File: src/rtl/uart_tx.sv
// -----------------------------------------------------------------------------
// uart_tx
//
// Serial transmitter for the core's UART peripheral. A parallel word taken from
// the data register is sent as an asynchronous frame: one start bit (0), the
// payload LSB first, then STOP_BITS stop bits (1). The line idles high.
//
// Parameters
//   CLKS_PER_BIT  clock cycles per serial bit (>= 2), e.g. 50 MHz / 115200
//   DATA_BITS     payload bits per frame (5..9)
//   STOP_BITS     number of stop bits (1 or 2)
//
// Ports
//   clk       in   system clock, rising edge
//   reset     in   asynchronous, active-low reset
//   tx_start  in   request to send; accepted only while no frame is in progress
//                  (or on the edge that ends the final stop bit)
//   tx_data   in   payload, captured on the accepting edge only
//   tx        out  serial line, idle 1
//   busy      out  high while a frame is in progress
//   done      out  one-cycle pulse after the final stop bit completes
//
// All outputs are registered, so tx only moves on a clock edge or on reset.
// -----------------------------------------------------------------------------
module uart_tx #(
  parameter int CLKS_PER_BIT = 434,
  parameter int DATA_BITS    = 8,
  parameter int STOP_BITS    = 1
) (
  input  logic                 clk,
  input  logic                 reset,
  input  logic                 tx_start,
  input  logic [DATA_BITS-1:0] tx_data,
  output logic                 tx,
  output logic                 busy,
  output logic                 done
);

  localparam int CW = $clog2(CLKS_PER_BIT);
  localparam int IW = $clog2(DATA_BITS);

  localparam logic [CW-1:0] LAST_CNT  = CW'(CLKS_PER_BIT - 1);
  localparam logic [IW-1:0] LAST_BIT  = IW'(DATA_BITS - 1);
  localparam logic          LAST_STOP = 1'(STOP_BITS - 1);

  typedef enum logic [1:0] {
    IDLE,
    START,
    DATA,
    STOP
  } state_t;

  state_t               state, state_n;
  logic [CW-1:0]        baud_cnt, baud_cnt_n;
  logic [IW-1:0]        bit_idx, bit_idx_n;
  logic [DATA_BITS-1:0] shift_reg, shift_reg_n;
  logic                 stop_idx, stop_idx_n;
  logic                 tx_n, busy_n, done_n;
  logic                 bit_end;

  assign bit_end = (baud_cnt == LAST_CNT);

  // ---------------------------------------------------------------------------
  // Next-state and next-output logic.
  // ---------------------------------------------------------------------------
  always_comb begin
    // NOTE: every signal written here gets a default first, so no path through
    // the case statement leaves one unassigned and no latch is inferred.
    state_n     = state;
    baud_cnt_n  = baud_cnt;
    bit_idx_n   = bit_idx;
    shift_reg_n = shift_reg;
    stop_idx_n  = stop_idx;
    done_n      = 1'b0;

    // The baud counter free-runs through every bit of a frame and wraps on the
    // same edge that ends a bit, so each bit lasts exactly CLKS_PER_BIT cycles.
    if (state != IDLE) begin
      baud_cnt_n = bit_end ? '0 : baud_cnt + CW'(1);
    end

    case (state)
      IDLE: begin
        if (tx_start) begin
          shift_reg_n = tx_data;
          baud_cnt_n  = '0;
          state_n     = START;
        end
      end

      START: begin
        if (bit_end) begin
          bit_idx_n = '0;
          state_n   = DATA;
        end
      end

      DATA: begin
        if (bit_end) begin
          shift_reg_n = shift_reg >> 1;
          if (bit_idx == LAST_BIT) begin
            bit_idx_n  = '0;
            stop_idx_n = 1'b0;
            state_n    = STOP;
          end else begin
            bit_idx_n = bit_idx + IW'(1);
          end
        end
      end

      STOP: begin
        if (bit_end) begin
          if (stop_idx == LAST_STOP) begin
            done_n     = 1'b1;
            stop_idx_n = 1'b0;
            // A request seen on the frame's last edge starts the next frame
            // immediately, so back-to-back frames have no idle gap.
            if (tx_start) begin
              shift_reg_n = tx_data;
              state_n     = START;
            end else begin
              state_n = IDLE;
            end
          end else begin
            stop_idx_n = 1'b1;
          end
        end
      end

      default: state_n = IDLE;
    endcase

    // Outputs are decoded from the *next* state and registered, so the line
    // level for a bit appears on the very edge that enters that bit.
    case (state_n)
      START:   tx_n = 1'b0;
      DATA:    tx_n = shift_reg_n[0];
      default: tx_n = 1'b1;
    endcase
    busy_n = (state_n != IDLE);
  end

  // ---------------------------------------------------------------------------
  // State and output registers.
  // ---------------------------------------------------------------------------
  always_ff @(posedge clk or negedge reset) begin
    if (!reset) begin
      // NOTE: the shift register is a handful of flops, not a memory array, so
      // it is reset with the rest; a reset mid-frame then leaves no stale data.
      state     <= IDLE;
      baud_cnt  <= '0;
      bit_idx   <= '0;
      shift_reg <= '0;
      stop_idx  <= 1'b0;
      tx        <= 1'b1;
      busy      <= 1'b0;
      done      <= 1'b0;
    end else begin
      // NOTE: non-blocking assignments make every register update from the
      // values present before the edge, independent of statement order.
      state     <= state_n;
      baud_cnt  <= baud_cnt_n;
      bit_idx   <= bit_idx_n;
      shift_reg <= shift_reg_n;
      stop_idx  <= stop_idx_n;
      tx        <= tx_n;
      busy      <= busy_n;
      done      <= done_n;
    end
  end

endmodule

File: config.mk
export PLATFORM = sky130hd
export DESIGN_NAME = uart_tx
export DESIGN_NICKNAME = d
export VERILOG_FILES = /design/src/rtl/uart_tx.sv
export SDC_FILE = /design/constraint.sdc
export NUM_CORES = 1
export LEC_CHECK = 0
export BUFFER_PORTS_ARGS = -buffer_cell sky130_fd_sc_hd__buf_2
export CAP_MARGIN = 20
export CORE_UTILIZATION = 60
export DETAILED_ROUTE_END_ITERATION = 7
export PLACE_DENSITY = 0.8
export SLEW_MARGIN = 20
export SYNTH_ARGS = -nofsm -noshare
export SYNTH_HDL_FRONTEND = slang
export SYNTH_SLANG_ARGS = --single-unit
File: constraint.sdc
create_clock -name clk -period 3 [get_ports clk]
set_input_delay 0.3 -clock clk [delete_from_list [all_inputs] [get_ports clk]]
set_output_delay 0.3 -clock clk [all_outputs]
set_load 0.02 [all_outputs]
==> results.toml <==
[status]
status = "finished clean"

[place]
hpwlAfterDp_mm = 2.165
gp_congestion = 0.8340
pre_cts_ws_ns = 0.9037
port_buffers = 13

[job]
cap_viol_max_count = 0

[setup_path]
timing.rr.start = "baud_cnt[1]"
worstSetupStartpointType = "register"
cp-end-kind = "register"
cp_max_fo = 8
cp_data_arrival_time_ns = 2.40
setup.worst_path.end = "tx"
startpoint = "baud_cnt[1]"
cp.depth = 7
r2r_cells = 7
crit_path_max_incr_delay_ns = 0.50
critPathSlowestCell = "nor2_1"
path_cells = "inv_1, ha_1, nand4b_4, nor2_1, buf_4, mux2i_1, a41oi_1"
r2r-end = "tx"
critical_path_class = "register to register"
rrSetupSlack_ns = 0.79
critPathBufInv = 2
critPathTopFamily = "simple AND/OR/NAND/NOR gates"
required_ns = 3.19

[layout]
areaGrowthSynthToFinish_pct = 5.524
final_util_pct = 70.10
largest_reg_flops = 9
nets = 185
fillCellCount = 188
layout-drive-gt1-share_pct = 13.02
diodes = 0

[routing]
vias = 1218
dr.max_layer_used = "met4"
wl_met3_um = 126
wl_met2_mm = 1.586
dr.pass1.iters = 4
drt-total-wl_mm = 3.244
wl_per_cell_um = 16.47
viasPerCell = 6.183
drt-met1-wl_mm = 1.515
drc = 0
drt-initial-drc-count = 30
antenna_left = 0

[clock_network]
cts_tree = "done"
h-tree-depth = 1
clock_sinks = 25
postCtsHoldBufs = 1
clk_pin_slew_ns = 0.14
post-cts-setup-buffer-count = 0
clockBufferDepth = 2
cts_buffers = 3
clock_latency_ns = 0.32
cts_resized = 0
cts-root-buf = "clkbuf_4"

[sta]
fmaxAchievable_ghz = 0.4526
fin_crit_ns = 2.210
timing.final.crit_share_pct = 73.66
worst_pin_slew_ns = 0.9282
hold_violations = 0
rsz0062_at_grt = "no"
setup_ws_ns = 0.7903
setup_tns_ns = 0
skew_ns = 0.008375
relSlewSlack_pct = 38.12
drv_slew = 0
setup_viol = 0

[die]
core_area_um2 = 2318
row_count = 17
start_util_pct = 66.43
ios = 14
die_y_um = 52.67
die_area_um2 = 2774
chipWidth_um = 52.67

[synth]
synth.net_count = 176
ys_types = 39
netlist_instances = 161
synth_area_um2 = 1540
avgSynthCellArea_um2 = 9.567
ys_warn_count = 0
ys_seq_area_share_pct = 40.70
synth_seq_cells = 25

[pwr]
vdd_drop_max_uv = 363.8
pwr_density_cell_nw_per_um2 = 542.7
fin_total_pwr_w = 0.0008820
p_leak_nw = 0.7089

[global_routing]
antenna_found_initial = 0
grt_pass1_wl_mm = 5.361
overflow = 0
grt_pass1_vias = 1146
grt_usage_pct = 26.70
grt_max_degree = 34

[worst_hold_path]
min-delay-path-class = "input port to register"
-- cells in the mapped netlist, drive strengths merged --
cell type | count | share of area, %
o2111ai | 2 | 1.1
nand3 | 1 | 0.32
nand2b | 2 | 0.81
nor3 | 4 | 1.6
o22ai | 1 | 0.41
and2 | 7 | 2.8
a211oi | 9 | 4.4
o21ai | 5 | 1.6
nor2b | 1 | 0.41
nor2 | 13 | 3.2
a32oi | 1 | 0.57
dfrtp | 24 | 39
xor2 | 3 | 1.7
ha | 4 | 3.2
buf | 7 | 2.8
nand4bb | 1 | 1.8
nand4b | 1 | 1.5
a31oi | 6 | 2.4
mux2i | 9 | 5.8
o211ai | 7 | 3.4
o32ai | 2 | 1.6
xnor2 | 5 | 2.8
o2bb2ai | 1 | 0.57
dfstp | 1 | 1.7
a22oi | 2 | 0.97
o21bai | 1 | 0.49
a21oi | 3 | 0.97
inv | 4 | 0.97
clkbuf | 4 | 0.97
a22o | 3 | 1.7
o31ai | 2 | 0.97
a41oi | 1 | 0.57
or2 | 1 | 0.41
nand2 | 21 | 5.1
nand3b | 2 | 0.97
-- per-stage QoR --
step	cell area (µm²)	instances	hold slack (ns)
after CTS	1625	197	0.2888
after floorplan	1540	161	0.004409
final	1625	197	0.3004
after detailed placement	1589	192	0.3196
after global placement	1589	192	0.3161
after global routing	1625	197	0.3044
-- cell usage in the layout (no fill, tap or decap), types with 4 or more instances in the layout --
master,instances
ha_1,4
a31oi_1,6
xnor2_1,5
inv_1,4
buf_2,13
o21ai_0,5
nor2_1,13
mux2i_1,9
o211ai_1,7
nand2_1,21
a211oi_1,9
dfrtp_1,24
and2_1,7
-- metal layers --
| metal | track usage, % | vias up |
|---|---|---|
| li1 | - | 603 |
| met1 | 36.68 | 579 |
| met2 | 43.46 | 34 |
| met3 | 2.899 | 2 |
| met4 | 8.772 | 0 |
| met5 | 0 | - |
-- layout make-up --
| cell class | count | area, µm² | area share (%) |
|---|---|---|---|
| Timing Repair Buffer | 15 | 82.58 | 5.081 |
| Sequential cell | 25 | 626.9 | 38.57 |
| Clock buffer | 4 | 26.28 | 1.617 |
| Inverter | 4 | 15.01 | 0.9238 |
| Multi-Input combinational cell | 121 | 839.6 | 51.66 |
| Tap cell | 28 | 35.03 | 2.156 |
-- worst register-to-register path, stage by stage, from the launching register on --
cell,delay (ns)
dfrtp_1,0.46
inv_1,0.08
ha_1,0.18
nand4b_4,0.13
nor2_1,0.50
buf_4,0.26
mux2i_1,0.29
a41oi_1,0.18
-- kinds of logic (layout without fill, tap and decap cells) --
group / after synthesis / after routing / synth area share [%]
flip-flops: 25 / 25 / 40.70
buffers and inverters: 15 / 23 / 4.792
adder cells (fa/ha/maj): 4 / 4 / 3.250
multiplexers: 9 / 9 / 5.849
AND/OR/NAND/NOR: 54 / 54 / 19.01
AO/OA/AOI/OAI: 46 / 46 / 21.85
XOR/XNOR: 8 / 8 / 4.549
-- report_power, final --
part	internal (W)	total, W	switching [W]
Combinational	0.000118	0.000231	0.000114
Sequential	0.000403	0.000498	0.0000954
Clock	0.0000519	0.000153	0.000101
-- worst min-delay path by stage --
| stage | endpoint | start | cells past startpoint |
|---|---|---|---|
| 2_1_floorplan | baud_cnt[0] | reset | 0 |
| 3_3_place_gp | baud_cnt[0] | reset | 1 |
| 3_5_place_dp | baud_cnt[0] | reset | 1 |
| 4_1_cts | shift_reg[0] | tx_data[0] | 3 |
| 5_1_grt | shift_reg[0] | tx_data[0] | 3 |
| 6_report | shift_reg[0] | tx_data[0] | 3 |
Power figures use the tool's default switching activity.
